## config.mk

```make
export PLATFORM = sky130hd
export DESIGN_NAME = seq_divider
export DESIGN_NICKNAME = d
export VERILOG_FILES = /design/src/rtl/seq_divider.sv
export SDC_FILE = /design/constraint.sdc
export NUM_CORES = 1
export LEC_CHECK = 0
export CAP_MARGIN = 5
export CORE_ASPECT_RATIO = 0.8
export CORE_UTILIZATION = 53
export CTS_CLUSTER_SIZE = 16
export DETAILED_ROUTE_END_ITERATION = 12
export PLACE_DENSITY = 0.88
export SETUP_SLACK_MARGIN = 0.5
export SLEW_MARGIN = 25
export SYNTH_ARGS = -nofsm -noshare
export SYNTH_HDL_FRONTEND = slang
export SYNTH_SLANG_ARGS = --single-unit
```

## constraint.sdc

```tcl
create_clock -name clk_i -period 2.8 [get_ports clk_i]
set_input_delay 0.56 -clock clk_i [delete_from_list [all_inputs] [get_ports clk_i]]
set_output_delay 0.56 -clock clk_i [all_outputs]
set_load 0.005 [all_outputs]
```

## src/rtl/seq_divider.sv

```systemverilog
// seq_divider: multi-cycle unsigned restoring divider, one trial subtraction per clock.
// Rev 1.0
`default_nettype none

module seq_divider #(
  parameter int N = 8
) (
  input  logic         clk_i,
  input  logic         rst_ni,
  input  logic         start_i,
  input  logic [N-1:0] dividend_i,
  input  logic [N-1:0] divisor_i,
  output logic [N-1:0] quotient_o,
  output logic [N-1:0] remainder_o,
  output logic         busy_o,
  output logic         done_o,
  output logic         div_by_zero_o
);

  localparam int CW = $clog2(N);

  typedef enum logic [1:0] {
    S_IDLE = 2'd0,
    S_CALC = 2'd1,
    S_DONE = 2'd2
  } state_t;

  state_t         state_q, state_d;
  logic [N-1:0]   wq_q, wq_d;
  logic [N-1:0]   dvsr_q, dvsr_d;
  logic [N:0]     prem_q, prem_d;
  logic [CW-1:0]  cnt_q, cnt_d;
  logic [N-1:0]   quot_q, quot_d;
  logic [N-1:0]   rem_q, rem_d;
  logic           dbz_q, dbz_d;

  logic [N:0]     shifted_rem;
  logic [N:0]     trial;
  logic [N-1:0]   iter_wq;
  logic [N:0]     iter_prem;

  // The partial remainder stays below the divisor, so its MSB is always 0 before the shift.
  assign shifted_rem = {prem_q[N-1:0], wq_q[N-1]};
  assign trial       = shifted_rem - {1'b0, dvsr_q};
  assign iter_wq     = {wq_q[N-2:0], ~trial[N]};
  assign iter_prem   = trial[N] ? shifted_rem : trial;

  always_comb begin
    state_d = state_q;
    wq_d    = wq_q;
    dvsr_d  = dvsr_q;
    prem_d  = prem_q;
    cnt_d   = cnt_q;
    quot_d  = quot_q;
    rem_d   = rem_q;
    dbz_d   = dbz_q;
    case (state_q)
      S_IDLE, S_DONE: begin
        state_d = S_IDLE;
        if (start_i) begin
          if (divisor_i == '0) begin
            state_d = S_DONE;
            quot_d  = '1;
            rem_d   = dividend_i;
            dbz_d   = 1'b1;
          end else begin
            state_d = S_CALC;
            wq_d    = dividend_i;
            dvsr_d  = divisor_i;
            prem_d  = '0;
            cnt_d   = '0;
          end
        end
      end
      S_CALC: begin
        wq_d   = iter_wq;
        prem_d = iter_prem;
        cnt_d  = cnt_q + CW'(1);
        if (cnt_q == CW'(N - 1)) begin
          state_d = S_DONE;
          quot_d  = iter_wq;
          rem_d   = iter_prem[N-1:0];
          dbz_d   = 1'b0;
        end
      end
      default: state_d = S_IDLE;
    endcase
  end

  always_ff @(posedge clk_i or negedge rst_ni) begin
    if (!rst_ni) begin
      state_q <= S_IDLE;
      wq_q    <= '0;
      dvsr_q  <= '0;
      prem_q  <= '0;
      cnt_q   <= '0;
      quot_q  <= '0;
      rem_q   <= '0;
      dbz_q   <= 1'b0;
    end else begin
      state_q <= state_d;
      wq_q    <= wq_d;
      dvsr_q  <= dvsr_d;
      prem_q  <= prem_d;
      cnt_q   <= cnt_d;
      quot_q  <= quot_d;
      rem_q   <= rem_d;
      dbz_q   <= dbz_d;
    end
  end

  assign quotient_o    = quot_q;
  assign remainder_o   = rem_q;
  assign div_by_zero_o = dbz_q;
  assign busy_o        = (state_q == S_CALC);
  assign done_o        = (state_q == S_DONE);

endmodule

`default_nettype wire

```

==> results of run 1 <==
-- cell usage in the layout (no fill, tap or decap), types with 4 or more instances in the layout --
| master | netlist | layout |
|---|---|---|
| nand2_1 | 46 | 46 |
| dfrtp_1 | 46 | 46 |
| clkdlybuf4s50_1 | 0 | 36 |
| nor2_1 | 25 | 25 |
| o21ai_0 | 26 | 24 |
| buf_4 | 0 | 19 |
| a31oi_1 | 12 | 12 |
| nand3_1 | 14 | 12 |
| inv_1 | 13 | 11 |
| a21oi_1 | 13 | 11 |
| ha_1 | 10 | 9 |
| clkbuf_8 | 0 | 5 |
| nand2b_1 | 4 | 4 |
| nand3b_1 | 4 | 4 |
-- per-layer routing --
| metal | share of wire | vias to the layer above |
|---|---|---|
| met2 | 0.47 | 98 |
| li1 | - | 1047 |
| met4 | 0.024 | 0 |
| met5 | 0 | - |
| met1 | 0.44 | 1094 |
| met3 | 0.066 | 19 |
-- area by class of cell --
class | count | area, sq um | share of cell area
Multi-Input combinational cell | 195 | 1220 | 0.391
Sequential cell | 46 | 1150 | 0.370
Timing Repair Buffer | 56 | 523 | 0.168
Tap cell | 57 | 71.3 | 0.0229
Clock buffer | 5 | 68.8 | 0.0221
Inverter | 14 | 52.6 | 0.0169
Clock inverter | 3 | 25.0 | 0.00805
-- power groups by stage --
stage | Combinational [mW] | Clock [mW] | Sequential (mW)
6_report | 2.99 | 0.436 | 1.19
5_1_grt | 3.25 | 0.463 | 1.23
4_1_cts | 2.69 | 0.430 | 1.18
3_5_place_dp | 2.35 | 0 | 1.19
3_3_place_gp | 2.28 | 0 | 1.18
2_1_floorplan | 1.68 | 0 | 1.16
-- synth_stat cells, types with 3 or more instances --
cell type / count / area (sq um)
ha_1: 10 / 125
o211ai_1: 3 / 22.5
inv_1: 13 / 48.8
nand2_1: 46 / 173
a31oi_1: 12 / 75.1
clkbuf_1: 10 / 37.5
nor2_1: 25 / 93.8
nand3b_1: 4 / 30.0
a21oi_1: 13 / 65.1
nand2b_1: 4 / 25.0
o21ai_0: 26 / 130
dfrtp_1: 46 / 1150
nand3_1: 14 / 70.1
-- registers in the layout, indices dropped and copies added (netlist names) --
name / count
prem_q: 8
dvsr_q: 8
cnt_q: 3
quotient_o: 8
wq_q: 8
div_by_zero_o: 1
state_q: 2
remainder_o: 8
-- worst reg2reg max path: stages, from the launching register on --
cell and delay, ps:
dfrtp_1 420, inv_2 80, ha_4 130, inv_2 40, fa_2 410, a211oi_4 310, o211ai_1 190, a211o_2 400
buf_4 150, mux2i_1 120, o21ai_1 210
-- how the worst max path moves through the flow --
stage,depth (start not counted),slack (ps),to,start
final,10,250,prem_q[6]$_DFFE_PN0P_,wq_q[7]$_DFFE_PN0P_
after global routing,10,150,prem_q[6]$_DFFE_PN0P_,wq_q[7]$_DFFE_PN0P_
after CTS,9,340,remainder_o[5]$_DFFE_PN0P_,wq_q[7]$_DFFE_PN0P_
after detailed placement,9,220,remainder_o[5]$_DFFE_PN0P_,wq_q[7]$_DFFE_PN0P_
after global placement,6,310,prem_q[6]$_DFFE_PN0P_,divisor_i[5]
after floorplan,10,450,remainder_o[5]$_DFFE_PN0P_,wq_q[7]$_DFFE_PN0P_
-- stage by stage --
step                      power, mW  cells  hold slack [ps]
final                          4.62    376              232
after global routing           4.94    376              273
after detailed placement       3.55    356              469
after global placement         3.46    356              480
after floorplan                2.83    267              264
after CTS                      4.30    373              458
-- what timing repair did --
item / 4_1_cts / 5_1_grt
endpoints found under the setup margin: 17 / 24
setup buffers: 9 / 3
pin swaps: 8 / 7
gates resized for setup: 8 / 7
hold buffers: 0 / 0
-- kinds of logic (layout without fill, tap and decap cells) --
logic type / Yosys count / count (layout) / synth area share
AND/OR/NAND/NOR: 105 / 105 / 0.197
AO/OA/AOI/OAI: 72 / 72 / 0.188
flip-flops: 46 / 46 / 0.482
buffers and inverters: 26 / 78 / 0.0414
adder cells (fa/ha/maj): 11 / 11 / 0.0608
multiplexers: 4 / 4 / 0.0194
XOR/XNOR: 3 / 3 / 0.0110
==> results.tsv, run 1 <==
stage	metric	value	unit
sta	worst slew pin tran	569	ps
finish	nets	348	
route	DR DRC count	0	
grt	met3 Use GR	0.0628	
sta	Layout Skew	10.8	ps
worst_setup_path	Slowest Stage Delay on Critical Path	420	ps
floorplan	Die Ht	62.0	microns
run	maximum capacitance violations	0	
sta	final setup violation count	0	
power_and_ir_drop	Comb pwr share	0.647	
floorplan	Core Region	4260	sq um
worst_setup_path	Worst setup SP type	flip-flop	
clocking	clock latency on the worst-skew pair	310	ps
finish	ANT cells	0	
clocking	CTS tree	yes	
worst_setup_path	Top Family by Delay on Critical Path	compound AO/OA/AOI/OAI gates	
worst_setup_path	flop2flop setup slack	250	ps
sta	final worst setup slack	247	ps
power_and_ir_drop	pwr dens	1490	nW/um^2
sta	Period minus WS final	2550	ps
route	WL final	6.40	mm
route	Via-to-Cell Ratio	6.01	
finish	Syn-to-layout area delta	30.1	%
grt	met1 usage	0.373	
worst_setup_path	Worst R2R Path Depth	10	
worst_hold_path	worst min path class	input port to asynchronous set/reset pin	
finish	layout cells sized above 1	0.144	
power_and_ir_drop	cell internal pwr	2.57	mW
clocking	CTS max path bufs	2	
route	Starting DRT DRC Count	179	
grt	GRT overflow	0	
finish	design area	3110	sq um
worst_setup_path	worst path bufs/invs	3	
grt	grt met2 use	0.471	
worst_setup_path	crit-path max FO	5	
worst_setup_path	Worst Path Arrival	2770	ps
placed_design	post-place instance area	2850	sq um
clocking	clock slew at reported path FFs	100	ps
power_and_ir_drop	Psw	2.05	mW
floorplan	I/O pin cnt	38	
clocking	number of CTS-inserted buffers	5	
power_and_ir_drop	Sw Share	0.443	
worst_setup_path	worst reg2reg endpoint	prem_q[6]$_DFFE_PN0P_	
sta	unrepaired setup endpoints after global routing	true	
power_and_ir_drop	Leakage	1.33	nW
floorplan	Die X	77.1	microns
grt	GR Util All Layers	0.283	
finish	fillers	301	
placed_design	dpl ws	224	ps
sta	Worst slew margin	0.621	
logic_synthesis	post-synthesis register bit count	46	
logic_synthesis	number of flops mapped to enable cells by yosys	0	
worst_setup_path	critical path type	flip-flop to flip-flop	
placed_design	post-DP HPWL	4.06	mm
route	Vias	2258	
clocking	clk root buf	clkbuf_8	
logic_synthesis	syn_area_per_cell	8.95	sq um
route	DRT antenna net count	0	
clocking	H-tree depth	2	
grt	initial antenna violation count	0	
placed_design	GPL Wtd Cong	0.853	
power_and_ir_drop	Max VDD drop	1.14	mV
sta	Slew Limit Fails	0	
logic_synthesis	Syn Nets	297	
power_and_ir_drop	Clk pwr share	0.094	
worst_setup_path	worst path required time	3020	ps
logic_synthesis	Post-Syn Instances	267	
route	WL/cell	17.0	microns
sta	Tcrit/Tclk final	0.912	
logic_synthesis	synthesized area	2390	sq um
floorplan	Starting Density	0.561	
placed_design	PortBufs	37	
grt	Top Usage Layer GRT	met2	
logic_synthesis	Synth Flop Type	dfrtp_1	
floorplan	Die Area	4780	sq um
sta	Final Hold Fails	0	
grt	first-pass GRT wire length	10.1	mm
worst_setup_path	kind of end point of the critical path	flip-flop	
logic_synthesis	ys async rst share	1.00	
finish	Final Core Density	0.730	
logic_synthesis	yosys synthesis warning count	0	
power_and_ir_drop	sequential power share	0.258	
grt	largest net degree at the start of global routing	47	
clocking	CTS Sinks	46	
logic_synthesis	Netlist cell types	44	
logic_synthesis	share of the yosys chip area belonging to registers	0.482	
worst_setup_path	Cell Chain, Critical Path	inv_2 > ha_4 > inv_2 > fa_2 > a211oi_4 > o211ai_1 > a211o_2 > buf_4 > mux2i_1 > o21ai_1	
grt	vias in the first global route	2103	
sta	Max Clk Rate	392	MHz
sta	Setup TNS Final	0	ps
run_status	status	finished clean	
worst_setup_path	Critical Path Most Common Cell	inv_2	
floorplan	Rows	21	
worst_setup_path	Slowest cell on crit path	dfrtp_1	
worst_setup_path	worst r2r src	wq_q[7]$_DFFE_PN0P_	
route	drt pass-1 iters	5	
(Power assumes the default switching activity.)
==> run 2: changes to the inputs <==
--- a/config.mk
+++ b/config.mk
@@ -8,6 +8,7 @@
 export CAP_MARGIN = 5
 export CORE_ASPECT_RATIO = 0.8
 export CORE_UTILIZATION = 53
+export CTS_BUF_LIST = sky130_fd_sc_hd__clkbuf_8
 export CTS_CLUSTER_SIZE = 16
 export DETAILED_ROUTE_END_ITERATION = 12
 export PLACE_DENSITY = 0.88
==> results of run 2 <==
Final layout, timing and power as in run 1 (identical DEF).
==> run 3: changes to the inputs <==
--- a/config.mk
+++ b/config.mk
@@ -17,3 +17,4 @@
 export SYNTH_ARGS = -nofsm -noshare
 export SYNTH_HDL_FRONTEND = slang
 export SYNTH_SLANG_ARGS = --single-unit
+export TNS_END_PERCENT = 20
==> run 3 against run 2 <==
  * Cell count decreased by 1.3%
  * Critical path depth decreased by 1
  * Via count decreased by 1.7%
  * Largest cell class unchanged
  * Final area decreased by 2.3%
  * Clock skew increased by 4.9 ps
  * Highest routed layer unchanged
  * Sequential cell count unchanged
  * Global-route usage decreased by 0.28 points
==> results.tsv, run 3 (synthesis gave the netlist of run 1 again) <==
stage	metric	value	unit	change
grt	vias in the first global route	2124		+1.0%
placed_design	PortBufs	37		unchanged
sta	Slew Limit Fails	0		unchanged
clocking	clock slew at reported path FFs	100	ps	about the same
route	WL/cell	17.0	microns	+0.14%
worst_setup_path	Slowest cell on crit path	a211oi_4		
clocking	CTS max path bufs	2		unchanged
power_and_ir_drop	Leakage	1.30	nW	-2.0%
worst_hold_path	worst min path class	input port to asynchronous set/reset pin		
route	DRT antenna net count	0		unchanged
run	maximum capacitance violations	0		unchanged
clocking	clk root buf	clkbuf_8		
worst_setup_path	worst path bufs/invs	2		-1
sta	Worst slew margin	0.560		-0.0606
clocking	CTS Sinks	46		unchanged
sta	worst slew pin tran	654	ps	+84.9 ps
clocking	CTS tree	yes		
finish	layout cells sized above 1	0.121		-0.0232
floorplan	Die Ht	62.0	microns	unchanged
sta	Tcrit/Tclk final	0.918		+0.00607
worst_setup_path	kind of end point of the critical path	flip-flop		
floorplan	Die Area	4780	sq um	unchanged
sta	Max Clk Rate	389	MHz	-0.66%
worst_setup_path	crit-path max FO	7		+2
worst_setup_path	Worst Path Arrival	2820	ps	+50 ps
route	Via-to-Cell Ratio	5.98		-0.36%
route	Starting DRT DRC Count	169		-5.6%
worst_setup_path	Cell Chain, Critical Path	inv_1 > ha_2 > inv_2 > fa_2 > a211oi_4 > o211ai_1 > a211oi_4 > mux2_4 > a21oi_2		
worst_setup_path	Crit path depth	9		-1
placed_design	post-DP HPWL	4.12	mm	+1.3%
grt	GRT overflow	0		unchanged
worst_setup_path	critical path type	flip-flop to flip-flop		
worst_setup_path	flop2flop setup slack	230	ps	-20 ps
finish	most frequent cells in the layout	dfrtp_1 (46), nand2_1 (45), clkdlybuf4s50_1 (36)		
floorplan	Starting Density	0.561		unchanged
finish	Final Core Density	0.714		-0.0165
clocking	clock latency on the worst-skew pair	310	ps	about the same
route	Vias	2220		-1.7%
finish	FF+latch area	1150	sq um	unchanged
floorplan	Die X	77.1	microns	unchanged
finish	fillers	314		+4.3%
clocking	number of CTS-inserted buffers	5		unchanged
sta	Setup TNS Final	0	ps	unchanged
grt	initial antenna violation count	0		unchanged
finish	nets	343		-1.4%
grt	largest net degree at the start of global routing	47		unchanged
clocking	H-tree depth	2		unchanged
worst_setup_path	Worst R2R Path Depth	9		-1
run_status	status	finished clean		
route	WL final	6.33	mm	-1.2%
placed_design	GPL Wtd Cong	0.838		-1.7%
worst_setup_path	worst r2r src	wq_q[7]$_DFFE_PN0P_		
finish	Syn-to-layout area delta	27.2	%	
grt	GR Util All Layers	0.280		-0.00282
sta	Period minus WS final	2570	ps	+17.0 ps
worst_setup_path	Top Family by Delay on Critical Path	compound AO/OA/AOI/OAI gates		
worst_setup_path	worst reg2reg endpoint	remainder_o[1]$_DFFE_PN0P_		
floorplan	I/O pin cnt	38		unchanged
sta	unrepaired setup endpoints after global routing	true		
sta	Final Hold Fails	0		unchanged
worst_setup_path	Critical Path Most Common Cell	a211oi_4		
floorplan	Rows	21		unchanged
sta	Layout Skew	15.8	ps	+4.94 ps
worst_setup_path	worst path required time	3050	ps	+30 ps
worst_setup_path	Slowest Stage Delay on Critical Path	490	ps	+70 ps
sta	final setup violation count	0		unchanged
route	drt pass-1 iters	5		unchanged
finish	commonest non-fill, non-tap cell in the layout	dfrtp_1		
route	DR DRC count	0		unchanged
finish	multi-input combinational cell area	1200	sq um	-1.5%
power_and_ir_drop	pwr dens	1450	nW/um^2	-2.7%
worst_setup_path	Worst setup SP type	flip-flop		
finish	ANT cells	0		unchanged
floorplan	Core Region	4260	sq um	unchanged
power_and_ir_drop	Max VDD drop	0.788	mV	-31%
grt	first-pass GRT wire length	9.85	mm	-2.9%
## run 3: layer usage
layer | up-vias | track usage | share of wire
li1 | 1025 | - | -
met1 | 1045 | 0.361 | 0.43
met2 | 130 | 0.460 | 0.46
met3 | 20 | 0.0715 | 0.073
met4 | 0 | 0.132 | 0.032
met5 | - | 0 | 0
## run 3: layout make-up
class	instances	area share
clock buffers	5	0.0227
flip-flops and latches	46	0.379
repair buffers	51	0.156
inverters	14	0.0173
clock inverters	3	0.00783
multi-input cells	195	0.394
well taps	57	0.0235
## run 3: stage by stage
stage	hold slack, ps	cell area [sq um]	setup WS [ps]	total power, mW	cells
2_1_floorplan	264	2390	440	2.79	267
3_3_place_gp	473	2830	241	3.41	356
3_5_place_dp	487	2830	145	3.49	356
4_1_cts	450	3000	268	4.21	371
5_1_grt	287	3040	137	4.73	371
6_report	240	3040	230	4.39	371
## run 3: worst max path at each step
| stage | start | end |
|---|---|---|
| after global placement | divisor_i[5] | remainder_o[6]$_DFFE_PN0P_ |
| after CTS | wq_q[7]$_DFFE_PN0P_ | remainder_o[5]$_DFFE_PN0P_ |
| final | wq_q[7]$_DFFE_PN0P_ | remainder_o[1]$_DFFE_PN0P_ |
| after floorplan | wq_q[7]$_DFFE_PN0P_ | remainder_o[5]$_DFFE_PN0P_ |
| after detailed placement | wq_q[7]$_DFFE_PN0P_ | remainder_o[1]$_DFFE_PN0P_ |
| after global routing | wq_q[7]$_DFFE_PN0P_ | remainder_o[0]$_DFFE_PN0P_ |
## run 3: power by group
group / internal (mW) / switching, mW
Clock: 0.179 / 0.247
Combinational: 1.27 / 1.51
Sequential: 0.990 / 0.194
Total: 2.44 / 1.95
## run 3: what timing repair did
item                       4_1_cts  5_1_grt
pin swaps                        4        3
setup endpoints to repair       18       26
hold buffers                     0        0
buffers inserted                 7        0
resized for setup                7        6
